**config.mk**
```make
export PLATFORM = sky130hd
export DESIGN_NAME = pipe_hazard_ctrl_flat
export DESIGN_NICKNAME = d
export VERILOG_FILES = /design/src/rtl/pipe_hazard_ctrl_pkg.sv /design/src/rtl/pipe_hazard_ctrl_if.sv /design/src/rtl/pipe_hazard_ctrl_load_use_cmp.sv /design/src/rtl/pipe_hazard_ctrl.sv /design/src/flat_wrapper.sv
export SDC_FILE = /design/constraint.sdc
export NUM_CORES = 1
export LEC_CHECK = 0
export BUFFER_PORTS_ARGS = -buffer_cell sky130_fd_sc_hd__buf_2
export CAP_MARGIN = 40
export CORE_AREA = 2 2 39 41
export CTS_CLUSTER_DIAMETER = 200
export CTS_CLUSTER_SIZE = 10
export DETAILED_ROUTE_END_ITERATION = 8
export DIE_AREA = 0 0 41 43
export GPL_TIMING_DRIVEN = 0
export PLACE_DENSITY = 0.61
export SLEW_MARGIN = 5
export SYNTH_ARGS = -nofsm -noshare
export SYNTH_HDL_FRONTEND = slang
export SYNTH_HIERARCHICAL = 1
export SYNTH_SLANG_ARGS = --single-unit
```
**constraint.sdc**
```tcl
create_clock -name clk -period 2.1 [get_ports clk]
set_input_delay 0.315 -clock clk [delete_from_list [all_inputs] [get_ports clk]]
set_output_delay 0.315 -clock clk [all_outputs]
set_load 0.01 [all_outputs]
```
**src/rtl/pipe_hazard_ctrl_pkg.sv**
```systemverilog
// Shared pipeline definitions for the hazard controller: control NOP word,
// register-zero index, controller state encoding and the output bundle type.
package pipe_hazard_ctrl_pkg;

    localparam logic [12:0] CTRL_NOP = 13'h0001;
    localparam logic [4:0]  REG_ZERO = 5'd0;

    typedef enum logic {
        RUN      = 1'b0,
        MUL_WAIT = 1'b1
    } haz_state_e;

    typedef struct packed {
        logic pc_en;
        logic if_id_en;
        logic if_id_flush;
        logic id_ex_en;
        logic id_ex_bubble;
        logic ex_mem_bubble;
        logic busy;
    } haz_ctrl_t;

    // Free-flowing pipeline: everything loads, nothing is squashed.
    function automatic haz_ctrl_t ctrl_run_default();
        haz_ctrl_t c;
        c.pc_en         = 1'b1;
        c.if_id_en      = 1'b1;
        c.if_id_flush   = 1'b0;
        c.id_ex_en      = 1'b1;
        c.id_ex_bubble  = 1'b0;
        c.ex_mem_bubble = 1'b0;
        c.busy          = 1'b0;
        return c;
    endfunction

endpackage

```
**src/rtl/pipe_hazard_ctrl_if.sv**
```systemverilog
// Hazard-control bundle between the ID/EX pipeline fields and the controller.
// master = pipeline side (drives decode info), slave = hazard controller.
interface pipe_hazard_ctrl_if;
    logic [4:0] if_id_rs;
    logic [4:0] if_id_rt;
    logic       id_uses_rt;
    logic       id_is_mul;
    logic       id_ex_memread;
    logic [4:0] id_ex_rt;
    logic       branch_taken;
    logic       pc_en;
    logic       if_id_en;
    logic       if_id_flush;
    logic       id_ex_en;
    logic       id_ex_bubble;
    logic       ex_mem_bubble;
    logic       busy;

    modport master (
        output if_id_rs, if_id_rt, id_uses_rt, id_is_mul,
               id_ex_memread, id_ex_rt, branch_taken,
        input  pc_en, if_id_en, if_id_flush, id_ex_en,
               id_ex_bubble, ex_mem_bubble, busy
    );

    modport slave (
        input  if_id_rs, if_id_rt, id_uses_rt, id_is_mul,
               id_ex_memread, id_ex_rt, branch_taken,
        output pc_en, if_id_en, if_id_flush, id_ex_en,
               id_ex_bubble, ex_mem_bubble, busy
    );
endinterface

```
**src/rtl/pipe_hazard_ctrl_load_use_cmp.sv**
```systemverilog
// Combinational load-use comparator; shared with the forwarding unit.
import pipe_hazard_ctrl_pkg::*;

module hazard_load_use_cmp (
    input  logic       id_ex_memread,
    input  logic [4:0] id_ex_rt,
    input  logic [4:0] if_id_rs,
    input  logic [4:0] if_id_rt,
    input  logic       id_uses_rt,
    output logic       load_use
);

    // A load writing r0 never creates a real dependency.
    always_comb begin
        load_use = id_ex_memread && (id_ex_rt != REG_ZERO) &&
                   ((id_ex_rt == if_id_rs) || (id_uses_rt && (id_ex_rt == if_id_rt)));
    end

endmodule

```
**src/rtl/pipe_hazard_ctrl.sv**
```systemverilog
// Pipeline hazard/stall controller: load-use bubble, taken-branch flush and
// multi-cycle multiply stall. Optional perf counters under HAZ_PERF_CNT_EN.
import pipe_hazard_ctrl_pkg::*;

module pipe_hazard_ctrl #(
    parameter int MUL_LAT = 4
) (
    input  logic                clk,
    input  logic                reset,
`ifdef HAZ_PERF_CNT_EN
    output logic [15:0]         stall_cycles,
    output logic [15:0]         flush_events,
`endif
    pipe_hazard_ctrl_if.slave   hz
);

    localparam int             CW       = $clog2(MUL_LAT) + 1;
    localparam logic [CW-1:0]  MUL_LOAD = CW'(MUL_LAT - 1);
    localparam logic [CW-1:0]  CNT_ONE  = CW'(1);
    localparam logic [CW-1:0]  CNT_ZERO = CW'(0);

    haz_state_e    state_q, state_d;
    logic [CW-1:0] mul_cnt_q, mul_cnt_d;
    logic          load_use;
    haz_ctrl_t     ctrl;

    hazard_load_use_cmp u_lu_cmp (
        .id_ex_memread (hz.id_ex_memread),
        .id_ex_rt      (hz.id_ex_rt),
        .if_id_rs      (hz.if_id_rs),
        .if_id_rt      (hz.if_id_rt),
        .id_uses_rt    (hz.id_uses_rt),
        .load_use      (load_use)
    );

    // State and multiply countdown registers.
    always_ff @(posedge clk or negedge reset) begin
        if (!reset) begin
            state_q   <= RUN;
            mul_cnt_q <= CNT_ZERO;
        end else begin
            state_q   <= state_d;
            mul_cnt_q <= mul_cnt_d;
        end
    end

    // Next state: a taken branch aborts any multiply wait.
    always_comb begin
        state_d   = state_q;
        mul_cnt_d = mul_cnt_q;
        if (hz.branch_taken) begin
            state_d   = RUN;
            mul_cnt_d = CNT_ZERO;
        end else begin
            case (state_q)
                RUN: begin
                    if (!load_use && hz.id_is_mul && (MUL_LAT > 1)) begin
                        state_d   = MUL_WAIT;
                        mul_cnt_d = MUL_LOAD;
                    end else begin
                        state_d   = RUN;
                    end
                end
                MUL_WAIT: begin
                    mul_cnt_d = mul_cnt_q - CNT_ONE;
                    if (mul_cnt_q == CNT_ONE) begin
                        state_d = RUN;
                    end else begin
                        state_d = MUL_WAIT;
                    end
                end
                default: begin
                    state_d   = RUN;
                    mul_cnt_d = CNT_ZERO;
                end
            endcase
        end
    end

    // Pipeline register controls; reset forces NOPs into every stage.
    always_comb begin
        ctrl = ctrl_run_default();
        if (!reset) begin
            ctrl.pc_en         = 1'b0;
            ctrl.if_id_en      = 1'b0;
            ctrl.if_id_flush   = 1'b1;
            ctrl.id_ex_en      = 1'b0;
            ctrl.id_ex_bubble  = 1'b1;
            ctrl.ex_mem_bubble = 1'b1;
            ctrl.busy          = 1'b0;
        end else if (hz.branch_taken) begin
            ctrl.if_id_flush   = 1'b1;
            ctrl.id_ex_bubble  = 1'b1;
            ctrl.busy          = (state_q != RUN);
        end else begin
            case (state_q)
                RUN: begin
                    if (load_use) begin
                        ctrl.pc_en        = 1'b0;
                        ctrl.if_id_en     = 1'b0;
                        ctrl.id_ex_bubble = 1'b1;
                    end else begin
                        ctrl.id_ex_bubble = 1'b0;
                    end
                end
                MUL_WAIT: begin
                    ctrl.pc_en         = 1'b0;
                    ctrl.if_id_en      = 1'b0;
                    ctrl.id_ex_en      = 1'b0;
                    ctrl.ex_mem_bubble = (mul_cnt_q != CNT_ONE);
                    ctrl.busy          = 1'b1;
                end
                default: begin
                    ctrl = ctrl_run_default();
                end
            endcase
        end
    end

    assign hz.pc_en         = ctrl.pc_en;
    assign hz.if_id_en      = ctrl.if_id_en;
    assign hz.if_id_flush   = ctrl.if_id_flush;
    assign hz.id_ex_en      = ctrl.id_ex_en;
    assign hz.id_ex_bubble  = ctrl.id_ex_bubble;
    assign hz.ex_mem_bubble = ctrl.ex_mem_bubble;
    assign hz.busy          = ctrl.busy;

`ifdef HAZ_PERF_CNT_EN
    localparam logic [15:0] SAT_MAX = 16'hFFFF;

    logic [15:0] stall_cycles_q, stall_cycles_d;
    logic [15:0] flush_events_q, flush_events_d;

    // Saturating stall and flush event counters.
    always_ff @(posedge clk or negedge reset) begin
        if (!reset) begin
            stall_cycles_q <= 16'h0000;
            flush_events_q <= 16'h0000;
        end else begin
            stall_cycles_q <= stall_cycles_d;
            flush_events_q <= flush_events_d;
        end
    end

    // Counter increments, holding at all-ones.
    always_comb begin
        stall_cycles_d = stall_cycles_q;
        flush_events_d = flush_events_q;
        if (!ctrl.pc_en && (stall_cycles_q != SAT_MAX)) begin
            stall_cycles_d = stall_cycles_q + 16'h0001;
        end else begin
            stall_cycles_d = stall_cycles_q;
        end
        if (hz.branch_taken && (flush_events_q != SAT_MAX)) begin
            flush_events_d = flush_events_q + 16'h0001;
        end else begin
            flush_events_d = flush_events_q;
        end
    end

    assign stall_cycles = stall_cycles_q;
    assign flush_events = flush_events_q;
`endif

endmodule

```
**src/flat_wrapper.sv**
```systemverilog
// flat-port wrapper written by rule: the top's interface ports become plain ports
module pipe_hazard_ctrl_flat 
#(
    parameter int MUL_LAT = 4
)
  (clk, reset, hz_if_id_rs, hz_if_id_rt, hz_id_uses_rt, hz_id_is_mul, hz_id_ex_memread, hz_id_ex_rt, hz_branch_taken, hz_pc_en, hz_if_id_en, hz_if_id_flush, hz_id_ex_en, hz_id_ex_bubble, hz_ex_mem_bubble, hz_busy);
  pipe_hazard_ctrl_if hz_i ();
  input  logic clk;
  input  logic reset;
  input wire logic [$bits(hz_i.if_id_rs)-1:0] hz_if_id_rs;
  input wire logic [$bits(hz_i.if_id_rt)-1:0] hz_if_id_rt;
  input wire logic [$bits(hz_i.id_uses_rt)-1:0] hz_id_uses_rt;
  input wire logic [$bits(hz_i.id_is_mul)-1:0] hz_id_is_mul;
  input wire logic [$bits(hz_i.id_ex_memread)-1:0] hz_id_ex_memread;
  input wire logic [$bits(hz_i.id_ex_rt)-1:0] hz_id_ex_rt;
  input wire logic [$bits(hz_i.branch_taken)-1:0] hz_branch_taken;
  output wire logic [$bits(hz_i.pc_en)-1:0] hz_pc_en;
  output wire logic [$bits(hz_i.if_id_en)-1:0] hz_if_id_en;
  output wire logic [$bits(hz_i.if_id_flush)-1:0] hz_if_id_flush;
  output wire logic [$bits(hz_i.id_ex_en)-1:0] hz_id_ex_en;
  output wire logic [$bits(hz_i.id_ex_bubble)-1:0] hz_id_ex_bubble;
  output wire logic [$bits(hz_i.ex_mem_bubble)-1:0] hz_ex_mem_bubble;
  output wire logic [$bits(hz_i.busy)-1:0] hz_busy;
  assign hz_i.if_id_rs = hz_if_id_rs;
  assign hz_i.if_id_rt = hz_if_id_rt;
  assign hz_i.id_uses_rt = hz_id_uses_rt;
  assign hz_i.id_is_mul = hz_id_is_mul;
  assign hz_i.id_ex_memread = hz_id_ex_memread;
  assign hz_i.id_ex_rt = hz_id_ex_rt;
  assign hz_i.branch_taken = hz_branch_taken;
  assign hz_pc_en = hz_i.pc_en;
  assign hz_if_id_en = hz_i.if_id_en;
  assign hz_if_id_flush = hz_i.if_id_flush;
  assign hz_id_ex_en = hz_i.id_ex_en;
  assign hz_id_ex_bubble = hz_i.id_ex_bubble;
  assign hz_ex_mem_bubble = hz_i.ex_mem_bubble;
  assign hz_busy = hz_i.busy;
  pipe_hazard_ctrl #(.MUL_LAT(MUL_LAT)) u_core (.clk(clk), .reset(reset), .hz(hz_i));
endmodule
```
== Word-level counts from Yosys, hierarchy flattened ==
Index checks and enable logic that the tools add are counted.
Operators by class
  add/sub/neg operators: 1
  equality and inequality tests: 5
  multiplexer cells: 20
  bitwise gates (word level): 1
  reduce and logical (&&, ||, !) cells: 7
Operators by type and width (number)
  1-bit two-way mux: 11
  5-bit == test: 2
  7-bit two-way mux: 1
  2-bit two-way mux: 3
  3-bit two-way mux: 2
  3-bit case mux with 2 select lines: 1
  5-bit nonzero test: 1
  1-bit logical AND: 4
  2-bit case mux with 2 select lines: 1
  3-bit by 1-bit == test with 1-bit output (second input constant): 1
  3-bit by 1-bit != test with 1-bit output (second input constant): 1
  3-bit by 2-bit != test with 1-bit output (second input constant): 1
  3-bit by 1-bit subtractor with 3-bit output (second input constant): 1
  1-bit case mux with 2 select lines: 1
  1-bit zero test: 1
  1-bit logical OR: 1
  1-bit NOT: 1
Word-level totals
  register bits: 4
  input port bits: 21
  output and inout port bits: 7
  word-level logic and storage cells: 36

== Longest topological paths before layout ==
  depth in word-level cells: 9
  depth in mapped cells: 7
  depth with buffers taken out: 7

== By module ==
The synthesis kept the hierarchy.
Modules (own cells, without submodules)
  pipe_hazard_ctrl: instances 1, cells each 31, area an instance 287.8 um^2, sequential area each 100.1 um^2
  hazard_load_use_cmp: instances 1, cells each 17, area an instance 132.6 um^2, sequential area each 0.0 um^2

== Worst setup path after synthesis ==
OpenSTA, ideal clock, no wires.
  path type: input port to output port
  start point: in hz_id_ex_rt[3]
  end point: out hz_pc_en
  data arrival time: 1532 ps
  required time: 1785 ps
  slack: 253 ps
  stages: 7
  buffers on the path: 1
  cells stage by stage: xor2_1 > nor4_2 > nand3_1 > a21oi_1 > nor2_1 > o21a_1 > buf_4
Between the ends
  cells in the longest elaborated chain, start to end: 8
  elaborated cells between the ends (all ways): 11
  those cells by class: eq/ne: 2; mux: 4; reduce/logical: 5
Ends and longest elaborated chain
  from (decl): line flat_wrapper.sv:15  | input wire logic [$bits(hz_i.id_ex_rt)-1:0] hz_id_ex_rt;
  5-bit == test: line pipe_hazard_ctrl_load_use_cmp.sv:16  | ((id_ex_rt == if_id_rs) || (id_uses_rt && (id_ex_rt == if_id_rt)));
  1-bit logical AND: line pipe_hazard_ctrl_load_use_cmp.sv:16
  1-bit logical OR: line pipe_hazard_ctrl_load_use_cmp.sv:16
  1-bit logical AND *: line pipe_hazard_ctrl_load_use_cmp.sv:15  | load_use = id_ex_memread && (id_ex_rt != REG_ZERO) &&
  named net u_core.load_use: line pipe_hazard_ctrl.sv:24  | logic load_use;
  2-bit two-way mux *: line pipe_hazard_ctrl.sv:98  | if (load_use) begin
  2-bit case mux with 2 select lines *: line pipe_hazard_ctrl.sv:96  | case (state_q)
  2-bit two-way mux *: line pipe_hazard_ctrl.sv:91  | end else if (hz.branch_taken) begin
  7-bit two-way mux *: line pipe_hazard_ctrl.sv:83  | if (!reset) begin
  to (decl): line flat_wrapper.sv:17  | output wire logic [$bits(hz_i.pc_en)-1:0] hz_pc_en;
Mark *: on every way through the listed nets, which the timed path passes. The rest lies on a longest branch.

== Worst setup path in the final report ==
Same ends and word-level chain as after synthesis.

==> flow_metrics.py <==
metrics = {
    "final_layout": {
        "layout_common_cells": "27 x buf_2, 7 x xor2_1",
        "area.growth.synth_to_final_pct": 47.3,
        "final_nets": 105,
        "layout-drive-gt1-share": 0.463,
        "diodes": 0,
        "final_common_cell": "buf_2",
    },
    "power_and_ir_drop": {
        "combPwrFrac": 0.373,
        "power_density_nw_per_um2": 473,
        "p_leak_nw": 0.310,
        "ir_worst_vdd_v": 0.000212,
        "intPower_mw": 0.205,
        "clock_power_share": 0.321,
        "seqPwrFrac": 0.306,
        "swShare": 0.300,
        "p_sw_mw": 0.0878,
    },
    "routing": {
        "wl_um": 923,
        "vias": 446,
        "avgViaCountPerCell": 4.65,
        "drc_errors": 0,
        "drt-pass1-iter-count": 2,
        "initialDrtViolationCount": 14,
        "ant_nets": 0,
        "drt-wirelength-per-cell_um": 9.61,
    },
    "sta": {
        "slew_headroom": 0.845,
        "finClkSkew_ns": 0.00853,
        "hold_viol_final": 0,
        "fin_crit_sh": 0.940,
        "hold_slack_ns": 0.333,
        "setup_slack_ns": 0.125,
        "worst_pin_slew_ns": 0.231,
        "setup_violations": 0,
        "min_period_ns": 1.97,
        "drv_slew": 0,
        "rsz0062_at_grt": "no",
        "max_freq_mhz": 506,
        "fin_tns_setup_ns": 0,
    },
    "min_path": {
        "worst_hold_startpoint": "hz_branch_taken",
        "hold_path_class": "primary input to register",
    },
    "worst_setup_path": {
        "r2r_start": "u_core/mul_cnt_q[0]",
        "startpoint": "hz_id_ex_rt[3]",
        "worstPathCellList": "buf_2, xor2_1, nor4_2, nand3_1, a21oi_2, nor2_1, o21a_1, buf_4, buf_2",
        "worst_ep_required_time_ns": 1.78,
        "critPathMaxStageDelay_ns": 0.29,
        "cp_top_family": "simple AND/OR/NAND/NOR gates",
        "crit_path_start_kind": "primary input",
        "cp_max_fo": 3,
        "crit_path_frequent_cell": "buf_2",
        "crit_arrival_ns": 1.66,
        "critical_path_class": "primary input to primary output",
        "cp_slowest_cell": "nor4_2",
        "cp-end-kind": "primary output",
        "crit_buf_inv": 3,
    },
    "floorplanning": {
        "dieArea_um2": 1760,
        "dieHeight_um": 43,
        "ios": 28,
        "core_area_um2": 1380,
        "initial_core_util": 0.304,
        "die_w_um": 41,
        "num_rows": 14,
    },
    "placed_design": {
        "place_ws_ns": -0.0792,
        "routabilityCongestion": 0.750,
        "dpl.hpwl_um": 782,
        "portBuffers": 27,
    },
    "clocking": {
        "worstSkewPairLatency_ns": 0.23,
        "root_buffer": "clkbuf_4",
        "cts_buffers": 3,
        "h-tree-depth": 1,
        "tritoncts": "yes",
        "clk_pin_slew_ns": 0.04,
        "cts_max_path_buffers": 2,
        "clock-sinks": 4,
    },
    "logic_synthesis": {
        "synth_seq_cells": 4,
        "synth_cells": 48,
        "synth_cell_types": 22,
        "synth_area_um2": 420,
        "seq_area_frac_synth": 0.238,
        "synth_nets": 71,
        "avgSynthCellArea_um2": 8.76,
        "synth_ff_type": "dfrtp_1",
        "synth_warnings": 6,
        "synth_edf_count": 0,
        "async_reset_ff_frac": 1.00,
    },
    "global_route": {
        "antenna_found_initial": 0,
        "grt_pass1_vias": 393,
        "grt_start_max_net_pins": 10,
        "grt_pass1_wl_mm": 1.48,
        "grt.total_usage": 0.123,
        "globalRoute.totalOverflow": 0,
    },
    "run_status": {
        "status": "finished, final reports clean",
    },
    "run": {
        "maxCapViolCount": 0,
    },
}
[Yosys cell counts, types with 2 or more instances]
master	instances	area, µm²
nor3_1	4	20.0
nand3_1	2	10.0
a211oi_1	2	15.0
dfrtp_1	4	100
nor2_1	2	7.51
nand2b_1	4	25.0
xor2_1	7	61.3
and2_1	2	12.5
buf_4	2	15.0
ha_1	2	25.0
xnor2_1	4	35.0
inv_1	3	11.3
[metal layers]
metal,GRT usage,part of all wire
met1,0.153,0.44
met2,0.191,0.51
met3,0.0314,0.033
met4,0.0533,0.012
met5,0,0
[power by group through the flow]
stage,sequential (mW),clock (mW),combinational [mW]
final,0.0896,0.0939,0.109
after global routing,0.0903,0.103,0.122
after CTS,0.0896,0.0999,0.110
after detailed placement,0.0905,0,0.107
after global placement,0.0902,0,0.106
after floorplan,0.0897,0,0.0640
[final cells by class]
cell class | instances | area (µm²)
Tap cell | 16 | 20.0
Multi-Input combinational cell | 39 | 298
Inverter | 3 | 11.3
Fill cell | 149 | 764
Sequential cell | 4 | 100
Clock buffer | 3 | 22.5
Timing Repair Buffer | 29 | 153
Buffer | 2 | 15.0
[sequential cells by signal, indices dropped and copies added, names as in the netlist]
register / cells
u_core/state_q: 1
u_core/mul_cnt_q: 3
[what timing repair did]
action,CTS,global route
hold buffers,1,0
buffers inserted,0,1
resized for setup,1,0
pin swaps,1,1
setup endpoints to repair,1,1
hold endpoints to repair,4,0
[metrics by stage]
| stage | utilization | power [mW] | instance area (µm²) | instances |
|---|---|---|---|---|
| after floorplan | - | 0.154 | 420 | 48 |
| after global placement | 0.416 | 0.196 | 576 | 91 |
| after detailed placement | 0.416 | 0.198 | 576 | 91 |
| after CTS | 0.442 | 0.299 | 612 | 95 |
| after global routing | 0.448 | 0.315 | 619 | 96 |
| final | 0.448 | 0.293 | 619 | 96 |
[final timing paths]
kind                       depth (start not counted)                  end  slack (ns)
hold reg to reg                                    1  u_core/mul_cnt_q[0]        0.51
min in group asynchronous                          2       u_core/state_q        0.45
max in group asynchronous                          2  u_core/mul_cnt_q[0]        1.48
setup reg to reg                                   3  u_core/mul_cnt_q[1]        1.02
hold / removal                                     2       u_core/state_q        0.33
setup / recovery                                   9             hz_pc_en        0.13
[kinds of logic after synthesis]
group / synth area share
AO/OA/AOI/OAI: 0.119
multiplexers: 0.0238
buffers and inverters: 0.0625
flip-flops: 0.238
AND/OR/NAND/NOR: 0.268
adder cells (fa/ha/maj): 0.0595
XOR/XNOR: 0.229
Power figures use the tool's default switching activity.
